**src/rtl/alu_pipe.sv**
```systemverilog
`default_nettype none
// ============================================================================
//  Module      : alu_pipe
//  Description : Execute-stage ALU with valid/ready handshakes on both sides.
//                Single-cycle ADD / NAND / EQ, optional multi-cycle shift-add
//                multiply, registered result and architectural carry/zero
//                flags held inside the block.
//
//  Optional feature macro:
//      ALU_MUL_EN  - when defined, compiles in the multiply state, counter
//                    and 2*WIDTH accumulator. When undefined, op 11 completes
//                    in one cycle with a zero result, leaves the flags alone,
//                    and busy is tied low.
//
//  Ports:
//      clk        in   clock, all state changes on the rising edge
//      reset      in   synchronous active-high reset
//      in_valid   in   operation presented
//      in_ready   out  operation can be accepted this cycle
//      alu_op     in   00 ADD, 01 NAND, 10 EQ, 11 MUL
//      cz_mod     in   bit1 enables carry update, bit0 enables zero update
//      in1, in2   in   operands (WIDTH bits)
//      out_valid  out  alu_out holds a result
//      out_ready  in   consumer takes the result
//      alu_out    out  registered result (WIDTH bits)
//      c_flag     out  architectural carry flag
//      z_flag     out  architectural zero flag
//      busy       out  multiply in progress
//
//  Revision    : 1.0 - initial release
// ============================================================================
module alu_pipe #(
    parameter int WIDTH = 16
) (
    input  logic             clk,
    input  logic             reset,
    input  logic             in_valid,
    output logic             in_ready,
    input  logic [1:0]       alu_op,
    input  logic [1:0]       cz_mod,
    input  logic [WIDTH-1:0] in1,
    input  logic [WIDTH-1:0] in2,
    output logic             out_valid,
    input  logic             out_ready,
    output logic [WIDTH-1:0] alu_out,
    output logic             c_flag,
    output logic             z_flag,
    output logic             busy
);

    localparam logic [1:0] c_OP_ADD  = 2'b00;
    localparam logic [1:0] c_OP_NAND = 2'b01;
    localparam logic [1:0] c_OP_EQ   = 2'b10;
    localparam logic [1:0] c_OP_MUL  = 2'b11;

    typedef enum logic [0:0] {
        S_IDLE = 1'b0,
        S_MUL  = 1'b1
    } state_t;

    state_t             r_state;
    state_t             w_state_next;

    logic [WIDTH-1:0]   r_alu_out;
    logic               r_out_valid;
    logic               r_c_flag;
    logic               r_z_flag;

    logic               w_accept;
    logic [WIDTH:0]     w_sum;
    logic               w_wr_en;
    logic [WIDTH-1:0]   w_wr_data;
    logic               w_wr_carry;
    logic               w_wr_c_en;
    logic               w_wr_z_en;
    logic               w_wr_zero;

`ifdef ALU_MUL_EN
    localparam int              c_CW       = $clog2(WIDTH);
    localparam logic [c_CW-1:0] c_CNT_LAST = c_CW'(WIDTH - 1);

    logic [c_CW-1:0]    r_count;
    logic [2*WIDTH-1:0] r_mcand;     // in1, shifted left one place per step
    logic [WIDTH-1:0]   r_mplier;    // in2, shifted right so bit 0 is the current bit
    logic [2*WIDTH-1:0] r_acc;
    logic [1:0]         r_mul_cz;
    logic [2*WIDTH-1:0] w_acc_next;
    logic               w_mul_last;
    logic               w_mul_start;

    assign w_acc_next  = r_acc + (r_mplier[0] ? r_mcand : {(2*WIDTH){1'b0}});
    assign w_mul_last  = (r_state == S_MUL) && (r_count == c_CNT_LAST);
    assign w_mul_start = w_accept && (alu_op == c_OP_MUL);
`endif

    // A result being consumed frees the output register for a new one at the
    // same edge, so readiness looks at out_ready combinationally.
    assign in_ready  = (r_state == S_IDLE) && (!r_out_valid || out_ready);
    assign w_accept  = in_valid && in_ready;
    assign w_sum     = {1'b0, in1} + {1'b0, in2};

    assign out_valid = r_out_valid;
    assign alu_out   = r_alu_out;
    assign c_flag    = r_c_flag;
    assign z_flag    = r_z_flag;

`ifdef ALU_MUL_EN
    assign busy = (r_state == S_MUL);
`else
    assign busy = 1'b0;
`endif

    // ------------------------------------------------------------------
    // FSM
    // ------------------------------------------------------------------
    always_ff @(posedge clk) begin
        if (reset) begin
            r_state <= S_IDLE;
        end else begin
            r_state <= w_state_next;
        end
    end

    always_comb begin
        w_state_next = r_state;
        case (r_state)
            S_IDLE: begin
`ifdef ALU_MUL_EN
                if (w_mul_start) begin
                    w_state_next = S_MUL;
                end
`endif
            end
            S_MUL: begin
`ifdef ALU_MUL_EN
                if (w_mul_last) begin
                    w_state_next = S_IDLE;
                end
`else
                w_state_next = S_IDLE;
`endif
            end
            default: w_state_next = S_IDLE;
        endcase
    end

    // ------------------------------------------------------------------
    // Result-write selection: a single-cycle op at its acceptance edge, or
    // the final multiply step.
    // ------------------------------------------------------------------
    always_comb begin
        w_wr_en    = 1'b0;
        w_wr_data  = '0;
        w_wr_carry = w_sum[WIDTH];
        w_wr_c_en  = 1'b0;
        w_wr_z_en  = 1'b0;

        if (w_accept) begin
            case (alu_op)
                c_OP_ADD: begin
                    w_wr_en   = 1'b1;
                    w_wr_data = w_sum[WIDTH-1:0];
                    w_wr_c_en = cz_mod[1];
                    w_wr_z_en = cz_mod[0];
                end
                c_OP_NAND: begin
                    w_wr_en   = 1'b1;
                    w_wr_data = ~(in1 & in2);
                    w_wr_z_en = cz_mod[0];
                end
                c_OP_EQ: begin
                    w_wr_en   = 1'b1;
                    w_wr_data = {{(WIDTH-1){1'b0}}, (in1 == in2)};
                    w_wr_z_en = cz_mod[0];
                end
                default: begin
`ifndef ALU_MUL_EN
                    // Multiply not built: complete at once with zero and
                    // leave both flags untouched.
                    w_wr_en   = 1'b1;
                    w_wr_data = '0;
`endif
                end
            endcase
        end

`ifdef ALU_MUL_EN
        if (w_mul_last) begin
            w_wr_en    = 1'b1;
            w_wr_data  = w_acc_next[WIDTH-1:0];
            w_wr_carry = |w_acc_next[2*WIDTH-1:WIDTH];
            w_wr_c_en  = r_mul_cz[1];
            w_wr_z_en  = r_mul_cz[0];
        end
`endif
    end

    assign w_wr_zero = (w_wr_data == '0);

    // ------------------------------------------------------------------
    // Output register and flags
    // ------------------------------------------------------------------
    always_ff @(posedge clk) begin
        if (reset) begin
            r_alu_out   <= '0;
            r_out_valid <= 1'b0;
            r_c_flag    <= 1'b0;
            r_z_flag    <= 1'b0;
        end else begin
            if (w_wr_en) begin
                r_alu_out   <= w_wr_data;
                r_out_valid <= 1'b1;
                if (w_wr_c_en) begin
                    r_c_flag <= w_wr_carry;
                end
                if (w_wr_z_en) begin
                    r_z_flag <= w_wr_zero;
                end
            end else if (r_out_valid && out_ready) begin
                r_out_valid <= 1'b0;
            end
        end
    end

`ifdef ALU_MUL_EN
    // ------------------------------------------------------------------
    // Shift-add multiplier: one partial product per cycle, LSB of in2 first.
    // ------------------------------------------------------------------
    always_ff @(posedge clk) begin
        if (reset) begin
            r_count  <= '0;
            r_mcand  <= '0;
            r_mplier <= '0;
            r_acc    <= '0;
            r_mul_cz <= 2'b00;
        end else if (w_mul_start) begin
            r_count  <= '0;
            r_mcand  <= {{WIDTH{1'b0}}, in1};
            r_mplier <= in2;
            r_acc    <= '0;
            r_mul_cz <= cz_mod;
        end else if (r_state == S_MUL) begin
            r_acc    <= w_acc_next;
            r_mcand  <= r_mcand << 1;
            r_mplier <= r_mplier >> 1;
            r_count  <= w_mul_last ? '0 : r_count + c_CW'(1);
        end
    end
`endif

endmodule
`default_nettype wire

```
**config.mk**
```make
export PLATFORM = sky130hd
export DESIGN_NAME = alu_pipe
export DESIGN_NICKNAME = d
export VERILOG_FILES = /design/src/rtl/alu_pipe.sv
export SDC_FILE = /design/constraint.sdc
export NUM_CORES = 1
export LEC_CHECK = 0
export BUFFER_PORTS_ARGS = -buffer_cell sky130_fd_sc_hd__buf_2
export CAP_MARGIN = 10
export CORE_ASPECT_RATIO = 0.75
export CORE_MARGIN = 8
export CORE_UTILIZATION = 50
export CTS_CLUSTER_SIZE = 25
export DETAILED_ROUTE_END_ITERATION = 10
export PLACE_DENSITY = 0.87
export SLEW_MARGIN = 10
export SYNTH_ARGS = -nofsm -noshare
export SYNTH_HDL_FRONTEND = slang
export SYNTH_SLANG_ARGS = --single-unit
```
**constraint.sdc**
```tcl
create_clock -name clk -period 2.6 [get_ports clk]
set_input_delay 0.26 -clock clk [delete_from_list [all_inputs] [get_ports clk]]
set_output_delay 0.26 -clock clk [all_outputs]
set_load 0.05 [all_outputs]
```
==> flow_metrics.py <==
metrics = {
    "timing": {
        "clock.fmax_ghz": 0.420,
        "finalSetupViolCount": 0,
        "period_share": 0.916,
        "finalHoldViolCount": 0,
        "maxSlewHeadroom": 0.552,
        "final_max_slew_viol_count": 0,
        "min_period_ns": 2.38,
        "setup_tns_ns": 0,
        "worst_slew_pin_slew_ns": 0.664,
        "clock_skew_ns": 0.000856,
    },
    "global_route": {
        "antenna_found_initial": 0,
        "grtUsageTotal": 0.181,
        "grt_pass1_wl_mm": 8.80,
        "first_global_vias": 1965,
        "overflow": 0,
        "grt_max_degree": 25,
    },
    "pwr": {
        "internal_power_mw": 0.590,
        "power.share.switching": 0.385,
        "comb_power_share": 0.464,
        "vdd_drop_max_mv": 0.394,
        "p_leak_nw": 1.07,
        "powerDensity_nw_per_um2": 425,
        "power_frac_clock": 0.208,
        "pwr-share-seq": 0.328,
        "p_sw_mw": 0.370,
    },
    "placed_design": {
        "hpwl_mm": 4.22,
        "io_buffers": 59,
        "place_inst": 347,
        "gp_congestion": 0.969,
    },
    "synthesis": {
        "ys_warn_count": 0,
        "syn_nets": 301,
        "ys_seq_area_frac": 0.211,
        "synth_edf_count": 0,
        "async_flop_share": 0,
        "ys_ff_latch": 19,
        "synth_area_um2": 1810,
        "synth.distinct_cells": 53,
        "avgSynthCellArea_um2": 7.40,
        "ys.flop_type": "dfxtp_1",
        "synthCells": 244,
    },
    "clocking": {
        "clock_sinks": 19,
        "numCtsBuffers": 3,
        "clk_latency_ns": 0.25,
        "htree_levels": 1,
        "cts-root-buf": "clkbuf_8",
        "clk_pin_slew_worst_paths_ns": 0.07,
        "clockBufferDepth": 2,
        "cts_tree": "built",
    },
    "critical_path": {
        "endpoint_kind": "flop",
        "crit_fanout": 4,
        "arrival_ns": 2.58,
        "path_cells": "buf_2, ha_1, a21o_1, a221oi_4, xor2_1, mux2i_1, a2111oi_2, nand4_1, nor4_2, a31o_1",
        "critPathSlowestCell": "a2111oi_2",
        "worstPathRequired_ns": 2.80,
        "critical_path.max_stage_delay_ns": 0.38,
        "start_kind": "primary input",
        "critical_path_class": "in2reg",
    },
    "hold_path": {
        "hp-class": "in2reg",
    },
    "detailed_routing": {
        "drt-initial-drc-count": 197,
        "wirelength_mm": 5.30,
        "drtAntennaViolNets": 0,
        "routedWlPerCell_um": 15.1,
        "drc": 0,
        "first_pass_iters": 4,
        "viasPerCell": 5.94,
        "vias": 2086,
    },
    "floorplanning": {
        "die_x_um": 85.4,
        "core_um2": 3570,
        "rows": 19,
        "num_io_pins": 61,
        "die_y_um": 68.0,
        "die_area_um2": 5810,
        "start_util": 0.506,
    },
    "layout": {
        "diodes": 0,
        "drive_gt1_frac": 0.275,
        "layoutNonFillerInstCount": 351,
        "synthToLayoutAreaGrowth_pct": 25.2,
        "layout.nets": 367,
    },
    "job": {
        "drv_cap": 0,
    },
    "outcome": {
        "status": "finished, final reports clean",
    },
}
-- power groups by stage --
stage | combinational [mW] | sequential, mW | clock [mW]
2_1_floorplan | 0.248 | 0.379 | 0
3_3_place_gp | 0.425 | 0.321 | 0
3_5_place_dp | 0.433 | 0.322 | 0
4_1_cts | 0.435 | 0.315 | 0.204
5_1_grt | 0.487 | 0.317 | 0.220
6_report | 0.446 | 0.315 | 0.200
-- final cells by class --
cell class	count	area, um2
sequential	19	380
multi-input combinational	205	1350
tap	42	52.6
clock buffer	4	45.0
inverter	7	26.3
timing repair buffer	74	408
fill	340	1310
-- state kept, by name, indices dropped and copies added (netlist names) --
name and flops:
z_flag 1, c_flag 1, alu_out 16, out_valid 1
-- cells in the mapped netlist (4+ instances only) --
| cell | instances | area share |
|---|---|---|
| nand3_1 | 10 | 0.028 |
| clkbuf_1 | 6 | 0.012 |
| a21o_1 | 6 | 0.025 |
| a22oi_1 | 4 | 0.017 |
| inv_1 | 7 | 0.015 |
| nor2_1 | 28 | 0.058 |
| o21ai_0 | 11 | 0.030 |
| nand2_1 | 25 | 0.052 |
| nor4_1 | 5 | 0.017 |
| or3_1 | 6 | 0.021 |
| ha_1 | 17 | 0.12 |
| xor2_1 | 6 | 0.029 |
| a21oi_1 | 22 | 0.061 |
| nor2b_1 | 5 | 0.017 |
| dfxtp_1 | 19 | 0.21 |
| a31oi_1 | 5 | 0.017 |
| buf_4 | 4 | 0.017 |
-- layout by cell type (no fill, tap or decap), types with 4 or more instances in the layout --
master | Yosys | layout
inv_1 | 7 | 7
o21ai_0 | 11 | 11
a21oi_1 | 22 | 22
buf_4 | 4 | 15
a31oi_1 | 5 | 5
nor4_1 | 5 | 4
ha_1 | 17 | 17
xor2_1 | 6 | 6
nor2_1 | 28 | 28
dfxtp_1 | 19 | 19
buf_2 | 1 | 59
nor2b_1 | 5 | 5
a21o_1 | 6 | 6
or3_1 | 6 | 6
nand2_1 | 25 | 25
a22oi_1 | 4 | 4
nand3_1 | 10 | 10
-- routing by layer --
| layer | up-vias | GRT usage | part of all wire |
|---|---|---|---|
| met5 | - | 0 | 0 |
| met4 | 0 | 0.0283 | 0.0074 |
| met3 | 6 | 0.0564 | 0.087 |
| met2 | 88 | 0.310 | 0.45 |
| met1 | 959 | 0.226 | 0.45 |
| li1 | 1033 | - | - |
-- worst paths after layout --
check,startpoint,endpoint,slack [ns],cells past startpoint
worst max-delay path,in1[3],z_flag$_SDFFE_PP0P_,0.22,10
worst min-delay path,cz_mod[1],c_flag$_SDFFE_PP0P_,0.23,2
worst max register to register,out_valid$_SDFFE_PP0P_,z_flag$_SDFFE_PP0P_,0.58,8
worst min register to register,alu_out[14]$_SDFFE_PP0P_,alu_out[14]$_SDFFE_PP0P_,0.45,2
-- metrics by stage --
stage	cell area [um2]	power [mW]	worst slack, ns	utilization	hold WS (ns)
floorplan	1810	0.627	0.265	-	0.370
global placement	2200	0.746	0.0425	0.616	0.442
detailed placement	2200	0.755	-0.118	0.616	0.445
CTS	2240	0.955	0.143	0.629	0.220
global route	2260	1.02	-0.00328	0.634	0.246
finish	2260	0.961	0.218	0.634	0.225
-- repair_timing --
item / 4_1_cts / 5_1_grt
endpoints found under the setup margin: 0 / 1
hold buffers: 0 / 0
buffers inserted: 0 / 0
endpoints found under the hold margin: 0 / 0
resized for setup: 0 / 2
-- critical path: cells and delay by family --
| family | cells | cell delay (ns) |
|---|---|---|
| AOI/OAI and AO/OA | 4 | 1.15 |
| xor gates and xnor gates | 1 | 0.18 |
| adders and majority gates | 1 | 0.34 |
| buffers and inverters | 1 | 0.10 |
| muxes | 1 | 0.12 |
| and+or+nand+nor | 2 | 0.44 |
-- cell families after synthesis --
kind of cell / synth area share
fa+ha+maj: 0.118
mux: 0.0229
xor+xnor: 0.0437
flops: 0.211
buf+inv: 0.0527
compound gates: 0.282
other cells: 0.00208
simple gates: 0.268
No activity file was read; power rests on OpenSTA's default activity.
